--- config.mk ---
export PLATFORM = sky130hd
export DESIGN_NAME = psram_mem_ctrl
export DESIGN_NICKNAME = d
export VERILOG_FILES = /design/src/rtl/psram_mem_ctrl.sv
export SDC_FILE = /design/constraint.sdc
export NUM_CORES = 1
export LEC_CHECK = 0
export ABC_AREA = 0
export BUFFER_PORTS_ARGS = -buffer_cell sky130_fd_sc_hd__buf_2
export CORE_MARGIN = 2
export CORE_UTILIZATION = 40
export DETAILED_ROUTE_END_ITERATION = 8
export GPL_TIMING_DRIVEN = 0
export PLACE_DENSITY = 0.6
export SLEW_MARGIN = 10
export SYNTH_ARGS = -nofsm -noshare
export SYNTH_HDL_FRONTEND = slang
export SYNTH_SLANG_ARGS = --single-unit
--- constraint.sdc ---
create_clock -name clk -period 7 [get_ports clk]
set_clock_uncertainty 0.2 [all_clocks]
set_input_delay 0.7 -clock clk [delete_from_list [all_inputs] [get_ports clk]]
set_output_delay 0.7 -clock clk [all_outputs]
set_load 0.02 [all_outputs]
--- src/rtl/psram_mem_ctrl.sv ---
// Asynchronous-mode PSRAM / cellular RAM controller for the 16-bit core.
// One single-word access in flight, fixed wait states, one-cycle ready pulse.
module psram_mem_ctrl #(
  parameter int unsigned ADDR_W     = 23,
  parameter int unsigned READ_WAIT  = 4,
  parameter int unsigned WRITE_WAIT = 4,
  parameter int unsigned RECOVERY   = 1
) (
  input  logic              clk,
  input  logic              reset,
  input  logic              req,
  input  logic              we,
  input  logic [23:0]       addr,
  input  logic [15:0]       wdata,
  input  logic [1:0]        be,
  output logic [15:0]       rdata,
  output logic              ready,
  output logic              busy,
  output logic [ADDR_W-1:0] ram_addr,
  output logic [15:0]       ram_dq_o,
  input  logic [15:0]       ram_dq_i,
  output logic              ram_dq_oe,
  output logic              ram_ce_n,
  output logic              ram_oe_n,
  output logic              ram_we_n,
  output logic              ram_lb_n,
  output logic              ram_ub_n
);

  localparam int unsigned CNT_W    = 16;
  localparam int unsigned RD_N     = (READ_WAIT  == 0) ? 1 : READ_WAIT;
  localparam int unsigned WR_N     = (WRITE_WAIT == 0) ? 1 : WRITE_WAIT;
  localparam int unsigned REC_LOAD = (RECOVERY   == 0) ? 0 : RECOVERY - 1;
  localparam bit          HAS_REC  = (RECOVERY != 0);

  typedef enum logic [2:0] {
    S_IDLE, S_SETUP, S_ACCESS, S_DONE, S_RECOVER
  } state_t;

  state_t           state, state_next;
  logic [CNT_W-1:0] cnt;
  logic             we_q;
  logic [1:0]       be_q;
  logic [15:0]      wdata_q;

  logic             cur_we;
  logic [1:0]       cur_be;
  logic [15:0]      cur_wdata;
  logic             ce_n_d, oe_n_d, we_n_d, lb_n_d, ub_n_d, dq_oe_d, ready_d, busy_d;
  logic [15:0]      dq_o_d;

  // Upper address bits beyond the RAM width are intentionally dropped.
  logic unused_addr;
  assign unused_addr = ^addr;

  always_ff @(posedge clk or posedge reset) begin
    if (reset) state <= S_IDLE;
    else       state <= state_next;
  end

  always_comb begin
    state_next = state;
    case (state)
      S_IDLE:    if (req) state_next = S_SETUP;
      S_SETUP:   state_next = S_ACCESS;
      S_ACCESS:  if (cnt == '0) state_next = S_DONE;
      S_DONE:    state_next = HAS_REC ? S_RECOVER : S_IDLE;
      S_RECOVER: if (cnt == '0) state_next = S_IDLE;
      default:   state_next = S_IDLE;
    endcase
  end

  // The request fields are latched on the accept edge, so use the live inputs there.
  always_comb begin
    cur_we    = (state == S_IDLE) ? we    : we_q;
    cur_be    = (state == S_IDLE) ? be    : be_q;
    cur_wdata = (state == S_IDLE) ? wdata : wdata_q;
  end

  // Values the pad registers take for the cycle entered at the next edge.
  always_comb begin
    ce_n_d  = 1'b1;
    oe_n_d  = 1'b1;
    we_n_d  = 1'b1;
    lb_n_d  = 1'b1;
    ub_n_d  = 1'b1;
    dq_oe_d = 1'b0;
    dq_o_d  = ram_dq_o;
    ready_d = 1'b0;
    busy_d  = (state_next != S_IDLE);
    case (state_next)
      S_SETUP, S_ACCESS: begin
        ce_n_d = 1'b0;
        if (cur_we) begin
          we_n_d  = (state_next == S_SETUP);
          dq_oe_d = 1'b1;
          dq_o_d  = cur_wdata;
          lb_n_d  = ~cur_be[0];
          ub_n_d  = ~cur_be[1];
        end else begin
          oe_n_d = 1'b0;
          lb_n_d = 1'b0;
          ub_n_d = 1'b0;
        end
      end
      S_DONE: begin
        ready_d = 1'b1;
        if (cur_we) begin
          dq_oe_d = 1'b1;
          dq_o_d  = cur_wdata;
        end
      end
      default: ;
    endcase
  end

  always_ff @(posedge clk or posedge reset) begin
    if (reset) begin
      we_q     <= 1'b0;
      be_q     <= 2'b00;
      wdata_q  <= 16'h0000;
      ram_addr <= '0;
      cnt      <= '0;
      rdata    <= 16'h0000;
    end else begin
      case (state)
        S_IDLE: if (req) begin
          we_q     <= we;
          be_q     <= be;
          wdata_q  <= wdata;
          ram_addr <= addr[ADDR_W-1:0];
        end
        S_SETUP: cnt <= we_q ? CNT_W'(WR_N - 1) : CNT_W'(RD_N - 1);
        S_ACCESS: begin
          if (cnt == '0) begin
            cnt <= CNT_W'(REC_LOAD);
            if (!we_q) rdata <= ram_dq_i;
          end else begin
            cnt <= cnt - CNT_W'(1);
          end
        end
        S_RECOVER: if (cnt != '0) cnt <= cnt - CNT_W'(1);
        default: ;
      endcase
    end
  end

  always_ff @(posedge clk or posedge reset) begin
    if (reset) begin
      ram_ce_n  <= 1'b1;
      ram_oe_n  <= 1'b1;
      ram_we_n  <= 1'b1;
      ram_lb_n  <= 1'b1;
      ram_ub_n  <= 1'b1;
      ram_dq_oe <= 1'b0;
      ram_dq_o  <= 16'h0000;
      ready     <= 1'b0;
      busy      <= 1'b0;
    end else begin
      ram_ce_n  <= ce_n_d;
      ram_oe_n  <= oe_n_d;
      ram_we_n  <= we_n_d;
      ram_lb_n  <= lb_n_d;
      ram_ub_n  <= ub_n_d;
      ram_dq_oe <= dq_oe_d;
      ram_dq_o  <= dq_o_d;
      ready     <= ready_d;
      busy      <= busy_d;
    end
  end

endmodule
After elaboration in Yosys (flattened, before gate mapping). Index checks and enable logic that the tools add are counted. Widths: inputs -> output; s select.

Bitwise gates (word level): 3. $add $sub $neg: 1. Eq/ne operators: 8. Multiplexer cells: 21. Reductions and logical operators: 11.

Operators by type and width (number): $mux 16 (3); $pmux 16 s3 (1); $logic_not 16->1 (1); $reduce_bool 16->1 (1); $sub 16x1->16 const B (1); $pmux 3 s5 (1); $eq 3x2->1 const B (4); $mux 1 (12); $mux 3 (3); $eq 3x1->1 const B (2); $reduce_and 2->1 (3); $reduce_bool 3->1 (2); $eq 3x3->1 const B (1); $logic_not 3->1 (1); $not 1->1 (3); $reduce_and 3->1 (1); $reduce_or 3->1 (1); $mux 2 (1); $ne 2x2->1 const B (1); $reduce_or 2->1 (1).

Bits of input ports: 62. Output and inout port bits: 63. Flip-flop bits (word level): 101.

Depth between registers and ports, before layout. Gate-level depths: netlist of run 1.

Depth in word-level cells: 6. Depth in mapped cells: 9. Depth with buffers taken out: 7.

Least setup slack after synthesis of run 1. No wires, ideal clock.

Path kind: register to register. From: register cnt[10]. To: register rdata[10]. Cell stages (with the launch flop): 7. Setup time: 0.127 ns. Data arrival time: 2.064 ns. Required time: 6.673 ns. Slack: 4.609 ns. Clock period less this slack: 2.391 ns. Cells stage by stage: dfrtp_1 or4_4 nor4_4 and3_1 buf_4 buf_8 mux2_1.

Longest elaborated chain between the ends: 2.

RTL lines: from (decl) (line 41) `logic [CNT_W-1:0] cnt;`; from (signal assigned) (line 133) `S_SETUP: cnt <= we_q ? CNT_W'(WR_N - 1) : CNT_W'(RD_N - 1);`; from (signal assigned) (line 136) `cnt <= CNT_W'(REC_LOAD);`; from (signal assigned) (line 139) `cnt <= cnt - CNT_W'(1);`; $logic_not 16->1 (line 135) `if (cnt == '0) begin`; $reduce_and 3->1 (no line); to (signal assigned) (line 137) `if (!we_q) rdata <= ram_dq_i;`; to (decl) (line 16) `output logic [15:0] rdata,`.

No other way between the ends. A chain may end at the register's enable or synchronous reset.

Worst setup path in the final report of run 1.
From: register cnt[0]. To: register ram_lb_n.

Longest elaborated chain between the ends: 6.

RTL lines: $logic_not 16->1 * (line 66, 68); $mux 3, on equally long branches (line 68, 66); $pmux 3 s5 * (line 63) `case (state)`; $eq 3x1->1 or $eq 3x2->1 (tied branches) (line 91) `case (state_next)`; $reduce_or 2->1 * (line 91); $mux 1 * (line 91); named net lb_n_d (line 49) `logic ce_n_d, oe_n_d, we_n_d, lb_n_d, ub_n_d, dq_oe_d, ready_d, busy_d;`; to (signal assigned) (line 163) `ram_lb_n <= lb_n_d;`; to (decl) (line 26) `output logic ram_lb_n,`.

The timed path passes the listed nets; every way through them passes the cells marked *.

==> results of run 1 <==
==> where the power goes <==
part	leakage, uW	switching [uW]	total, uW	internal [uW]
Combinational	0.00127	754	1280	522
Sequential	0.00125	146	1000	854
Clock	0.0000808	193	323	130
Total	0.00260	1090	2600	1510
==> final timing paths <==
path,from,slack [ns],end,depth (start not counted)
max,cnt[0]$_DFFE_PP0P_,4.30,ram_lb_n$_DFF_PP1_,9
min,reset,0.17,ram_addr[12]$_DFFE_PP0P_,2
max reg2reg,cnt[0]$_DFFE_PP0P_,4.30,ram_lb_n$_DFF_PP1_,9
min reg2reg,be_q[1]$_DFFE_PP0P_,0.26,ram_ub_n$_DFF_PP1_,1
max in group asynchronous,reset,5.69,ram_ce_n$_DFF_PP1_,3
min in group clk,be_q[1]$_DFFE_PP0P_,0.26,ram_ub_n$_DFF_PP1_,1
==> cells by family after synthesis <==
group           count (synthesis)  share of synthesized area, %
flops                         101                          57.6
simple gates                   83                          10.3
mux                            73                          18.2
compound gates                 60                          8.94
buf+inv                        27                          3.04
xor+xnor                        8                          1.59
fa+ha+maj                       1                         0.285
==> metrics by stage <==
stage          cell area [um2]  total power (uW)  hold WS, ns  cells  setup slack (ns)
2_1_floorplan             4400              1930        0.220    353              3.46
3_3_place_gp              5190              2260        0.245    616              2.26
3_5_place_dp              5220              2300        0.248    617              4.32
4_1_cts                   5380              2640        0.179    633              4.29
5_1_grt                   5380              2810        0.193    633              4.09
6_report                  5380              2600        0.173    633              4.30
==> state kept, by name, indices dropped and copies added (netlist names), 2 cells and up <==
| register | cells |
|---|---|
| ram_dq_o | 16 |
| rdata | 16 |
| wdata_q | 16 |
| cnt | 16 |
| be_q | 2 |
| ram_addr | 23 |
| state | 3 |
==> critical path: stages, from the launching register on <==
cell and delay (ns):
dfrtp_1 0.45, inv_1 0.07, ha_1 0.21, or3b_1 0.16
buf_2 0.18, or3_1 0.13, buf_2 0.23, nor3_2 0.10
a2111oi_1 0.67, o311ai_1 0.21
==> routing by layer <==
layer	global-route usage [%]	up-vias
met4	6.78	0
met2	26.9	80
met3	5.68	12
li1	-	1529
met1	20.2	1545
met5	0	-
==> Yosys cell counts (2+ instances only) <==
| library cell | instances |
|---|---|
| nor2_1 | 18 |
| buf_2 | 11 |
| o22ai_1 | 3 |
| o21ai_1 | 4 |
| mux2_2 | 41 |
| xor2_1 | 6 |
| nand2b_1 | 4 |
| nand2_1 | 23 |
| or3_1 | 7 |
| buf_1 | 2 |
| mux2i_1 | 16 |
| o211ai_1 | 8 |
| or4_1 | 6 |
| dfrtp_1 | 96 |
| xnor2_1 | 2 |
| nor3_1 | 6 |
| o31ai_1 | 3 |
| a21oi_1 | 9 |
| and3_1 | 2 |
| clkbuf_1 | 4 |
| buf_4 | 2 |
| dfstp_2 | 5 |
| o311ai_1 | 2 |
| or3b_1 | 2 |
| inv_1 | 7 |
| nand3b_1 | 4 |
| o21ai_0 | 25 |
| and2_1 | 2 |
| mux2_1 | 16 |
==> layout make-up <==
type | count | share of cell area, %
timing repair buffer | 124 | 12.0
buffer | 20 | 2.00
clock inverter | 4 | 0.488
multi-input combinational | 225 | 32.1
clock buffer | 12 | 2.51
tap | 140 | 3.26
sequential | 101 | 47.1
inverter | 7 | 0.535
==> results.yml, run 1 <==
status:
  outcome: "finished clean"
setup_path:
  cp.required_ns: 7.06
  crit_type: "reg -> reg"
  path_max_fanout: 9
  cp-start-kind: "flop"
  crit_arrival_ns: 2.75
  crit_path_end_kind: "flop"
power_and_ir_drop:
  cellLeakagePower_uw: 0.00260
  power.density_nw_per_um2: 483
  max-vdd-ir-drop_v: 0.000233
finish:
  diodes: 0
  final_cell_mix: "buf_2 (134), dfrtp_1 (96), mux2_2 (41)"
  nets: 551
  register_area_um2: 2530
  area_delta_synth_final_pct: 22.3
  multi_input_area_um2: 1730
  final_layout_size_suffix_gt1_share_pct: 41.6
  final_util_pct: 49.8
  fillers: 985
  layout_commonest_cell: "buf_2"
logic_synthesis:
  yosys.area.top_type: "dfrtp_1"
  synth_area_um2: 4400
  ys_top_cells_by_area: "dfrtp_1 (55%), mux2_2 (11%), mux2_1 (4.1%)"
  syn_avg_cell_area_um2: 12.5
  yosys.cell_types.count: 46
  synth_top_cell_area_share_pct: 54.6
  yosys_warnings: 0
  synth_edf_count: 0
  synth_ff_type: "dfrtp_1"
  syn_nets: 416
  async_flop_share_pct: 100
  synthCells: 353
  synth-seq-area-share_pct: 57.6
  synth-seq-cells: 101
place:
  hpwl_um: 6700
  portBuffers: 123
  place_congestion: 0.802
die:
  start_util_pct: 40.7
  die_w_um: 109
  io_pins: 125
  die-height_um: 109
  core-area_um2: 10800
  dieArea_um2: 11800
  num_rows: 38
routing:
  m1WireLength_um: 4080
  highest_layer: "met4"
  wire_per_inst_um: 14.6
  wl_met3_um: 665
  drtPass1Iterations: 4
  initialDrtViolationCount: 113
  ant_nets: 0
  vias: 3166
  dr_wl_met2_um: 4350
  wirelength_um: 9250
  via_per_inst: 5.00
  route.detailed.drc: 0
sta:
  maxSlewViolCount: 0
  final-hold-violation-count: 0
  clock.fmax_mhz: 371
  finalCritPeriodShare_pct: 38.5
  setup_violations: 0
  rsz0062_at_grt: "false"
  worst_pin_slew_ns: 0.744
  fin_tns_setup_ns: 0
  relSlewSlack_pct: 50.0
  fin_crit_ns: 2.70
global_routing:
  grt_first_pass_wirelength_um: 15200
  grt-ovfl-total: 0
  grt_max_degree: 62
  antenna_found_initial: 0
  grt_util_all_layers_pct: 16.5
  grt_pass1_vias: 3225
worst_hold_path:
  hp-class: "in -> async"
cts:
  postCtsHoldBufs: 0
  cts_setup_buffers: 0
  cts_buffer_depth: 2
  path_clk_slew_ns: 0.09
  cts_buffers: 9
  tritoncts: "built"
  htreeDepth: 3
  clock_sinks: 101
  cts_resized: 0
  clk_latency_ns: 0.36
  cts.root.buffer_cell: "clkbuf_8"
job:
  maxCapViolCount: 0
Power figures use the tool's default switching activity.
==> run 2, diff against run 1 <==
--- a/config.mk
+++ b/config.mk
@@ -11,7 +11,7 @@
 export CORE_UTILIZATION = 40
 export DETAILED_ROUTE_END_ITERATION = 8
 export GPL_TIMING_DRIVEN = 0
-export PLACE_DENSITY = 0.6
+export PLACE_DENSITY = 0.62
 export SLEW_MARGIN = 10
 export SYNTH_ARGS = -nofsm -noshare
 export SYNTH_HDL_FRONTEND = slang
==> constraint.sdc (replaced) <==
create_clock -name clk -period 2.2 [get_ports clk]
set_clock_uncertainty 0.2 [all_clocks]
set_input_delay 0.22 -clock clk [delete_from_list [all_inputs] [get_ports clk]]
set_output_delay 0.22 -clock clk [all_outputs]
set_load 0.02 [all_outputs]
==> results.yml, run 2 (synthesis results as in run 1) <==
power_and_ir_drop:
  power.density_nw_per_um2: 1470
  finalPower_uw: 9710
  cellLeakagePower_uw: 0.00308
  max-vdd-ir-drop_v: 0.000738
global_routing:
  gr-max-usage-layer: "met2"
  grt_max_degree: 29
  antenna_found_initial: 0
  grt_util_all_layers_pct: 19.4
  grt_pass1_vias: 3729
  use_met2_pct: 34.0
  grtUsageMet3_pct: 5.14
  grt-ovfl-total: 0
  grt_first_pass_wirelength_um: 17900
  grtUsageMet1_pct: 23.2
finish:
  layout_commonest_cell: "buf_2"
  regMostFlops: "ram_addr"
  final_util_pct: 61.3
  stdcell_count: 723
  final_layout_size_suffix_gt1_share_pct: 50.4
  final_cell_mix: "buf_2 (125), dfrtp_1 (92), dlygate4sd3_1 (60)"
  largest_register_ffs: 23
  area_delta_synth_final_pct: 50.5
  nets: 641
  fillers: 845
  diodes: 0
sta:
  maxSlewViolCount: 0
  finalCritPeriodShare_pct: 109
  rsz0062_at_grt: "true"
  fin_crit_ns: 2.39
  setup_ws_ns: -0.194
  clock.fmax_mhz: 418
  setup_violations: 38
  relSlewSlack_pct: 57.4
  final-hold-violation-count: 0
  worst_pin_slew_ns: 0.639
place:
  pre_cts_slack_ns: -0.422
  place_congestion: 0.761
  portBuffers: 123
  hpwl_um: 6880
  dp.cells: 619
die:
  die_w_um: 109
  num_rows: 38
  core-area_um2: 10800
  io_pins: 125
  start_util_pct: 40.7
  dieArea_um2: 11800
  die-height_um: 109
status:
  outcome: "finished, violations left"
  violations: "negative setup slack"
routing:
  initialDrtViolationCount: 97
  route.detailed.drc: 0
  drtPass1Iterations: 4
  vias: 3626
  wirelength_um: 11200
  ant_nets: 0
  via_per_inst: 5.02
  wire_per_inst_um: 15.5
cts:
  tritoncts: "built"
  path_clk_slew_ns: 0.09
  cts_buffers: 9
  cts_buffer_depth: 2
  clk_latency_ns: 0.36
  cts.root.buffer_cell: "clkbuf_8"
  htreeDepth: 3
  clock_sinks: 101
setup_path:
  path_max_fanout: 5
  crit_path_end_kind: "flop"
  crit_arrival_ns: 2.45
  crit_type: "reg -> reg"
  cp-start-kind: "flop"
  crit_path_max_incr_delay_ns: 0.54
  cp_cell_sequence: "inv_2 -> ha_4 -> or3b_4 -> buf_6 -> or4_4 -> o22ai_4 -> xnor2_2 -> nor2_1"
  cp.required_ns: 2.26
  crit_path_top_delay_cell: "or4_4"
worst_hold_path:
  hp-class: "in -> async"
job:
  maxCapViolCount: 0
## run 2: changes by cell type in the layout (fill, tap and decap cells not counted), sizes merged, moves of 2 or more
| cell | previous run | this run |
|---|---|---|
| dlygate4sd3 | 0 | 60 |
| buf | 140 | 167 |
| clkbuf | 16 | 18 |
| inv | 8 | 6 |
## run 2: area by class of cell
class | instances | area (um2) | share of cell area (%)
Tap cell | 140 | 175 | 2.65
Buffer | 16 | 118 | 1.78
Clock buffer | 12 | 145 | 2.19
Sequential cell | 101 | 2540 | 38.4
Inverter | 7 | 30.0 | 0.454
Multi-Input combinational cell | 226 | 2000 | 30.2
Clock inverter | 4 | 48.8 | 0.738
Timing Repair Buffer | 217 | 1560 | 23.6
## run 2: metal layers
| layer | part of all wire [%] | wire, um | vias to the layer above |
|---|---|---|---|
| met5 | 0 | 0 | - |
| met4 | 1.3 | 141 | 0 |
| met3 | 5.0 | 561 | 14 |
| met2 | 53 | 5970 | 102 |
| met1 | 41 | 4550 | 1796 |
| li1 | - | - | 1714 |
## run 2: repair_timing
| item | CTS | global route |
|---|---|---|
| hold endpoints to repair | 100 | 0 |
| gates resized for setup | 37 | 49 |
| setup buffers | 16 | 13 |
| setup endpoints to repair | 96 | 84 |
| gates cloned | 2 | 1 |
| hold buffers | 60 | 0 |
| pin swaps | 14 | 19 |
## run 2: worst paths after layout
check                                         start                 endpoint  slack (ns)  cells after the start
worst max-delay path             cnt[1]$_DFFE_PP0P_       cnt[8]$_DFFE_PP0P_       -0.19                      8
worst min-delay path                          reset  ram_dq_o[1]$_DFFE_PP0P_        0.26                      3
worst max register to register   cnt[1]$_DFFE_PP0P_       cnt[8]$_DFFE_PP0P_       -0.19                      8
worst min register to register  be_q[0]$_DFFE_PP0P_       ram_lb_n$_DFF_PP1_        0.26                      1
max in group asynchronous                     reset       ram_ce_n$_DFF_PP1_        0.75                      5
min in group clk                be_q[0]$_DFFE_PP0P_       ram_lb_n$_DFF_PP1_        0.26                      1
## run 2: critical path: cells and delay by family, from the launching register on
family                     cells  cell delay [ns]
and+or+nand+nor                3             0.99
xor gates and xnor gates       1             0.14
adders and majority gates      1             0.12
buffers and inverters          2             0.22
AOI/OAI and AO/OA              1             0.21
DFF                            1             0.40
## run 2: through the flow
step | instance area (um2) | setup TNS, ns | hold WS, ns
floorplan | 4430 | -3.43 | 0.137
global placement | 5220 | -33.33 | 0.237
detailed placement | 5280 | -27.64 | 0.111
global route | 6620 | -6.31 | 0.280
CTS | 6360 | -7.05 | 0.262
finish | 6620 | -3.55 | 0.258
## run 2: power by group
group / total, uW / internal, uW / switching [uW]
Combinational: 5300 / 2470 / 2830
Clock: 1200 / 557 / 638
Sequential: 3210 / 2720 / 488
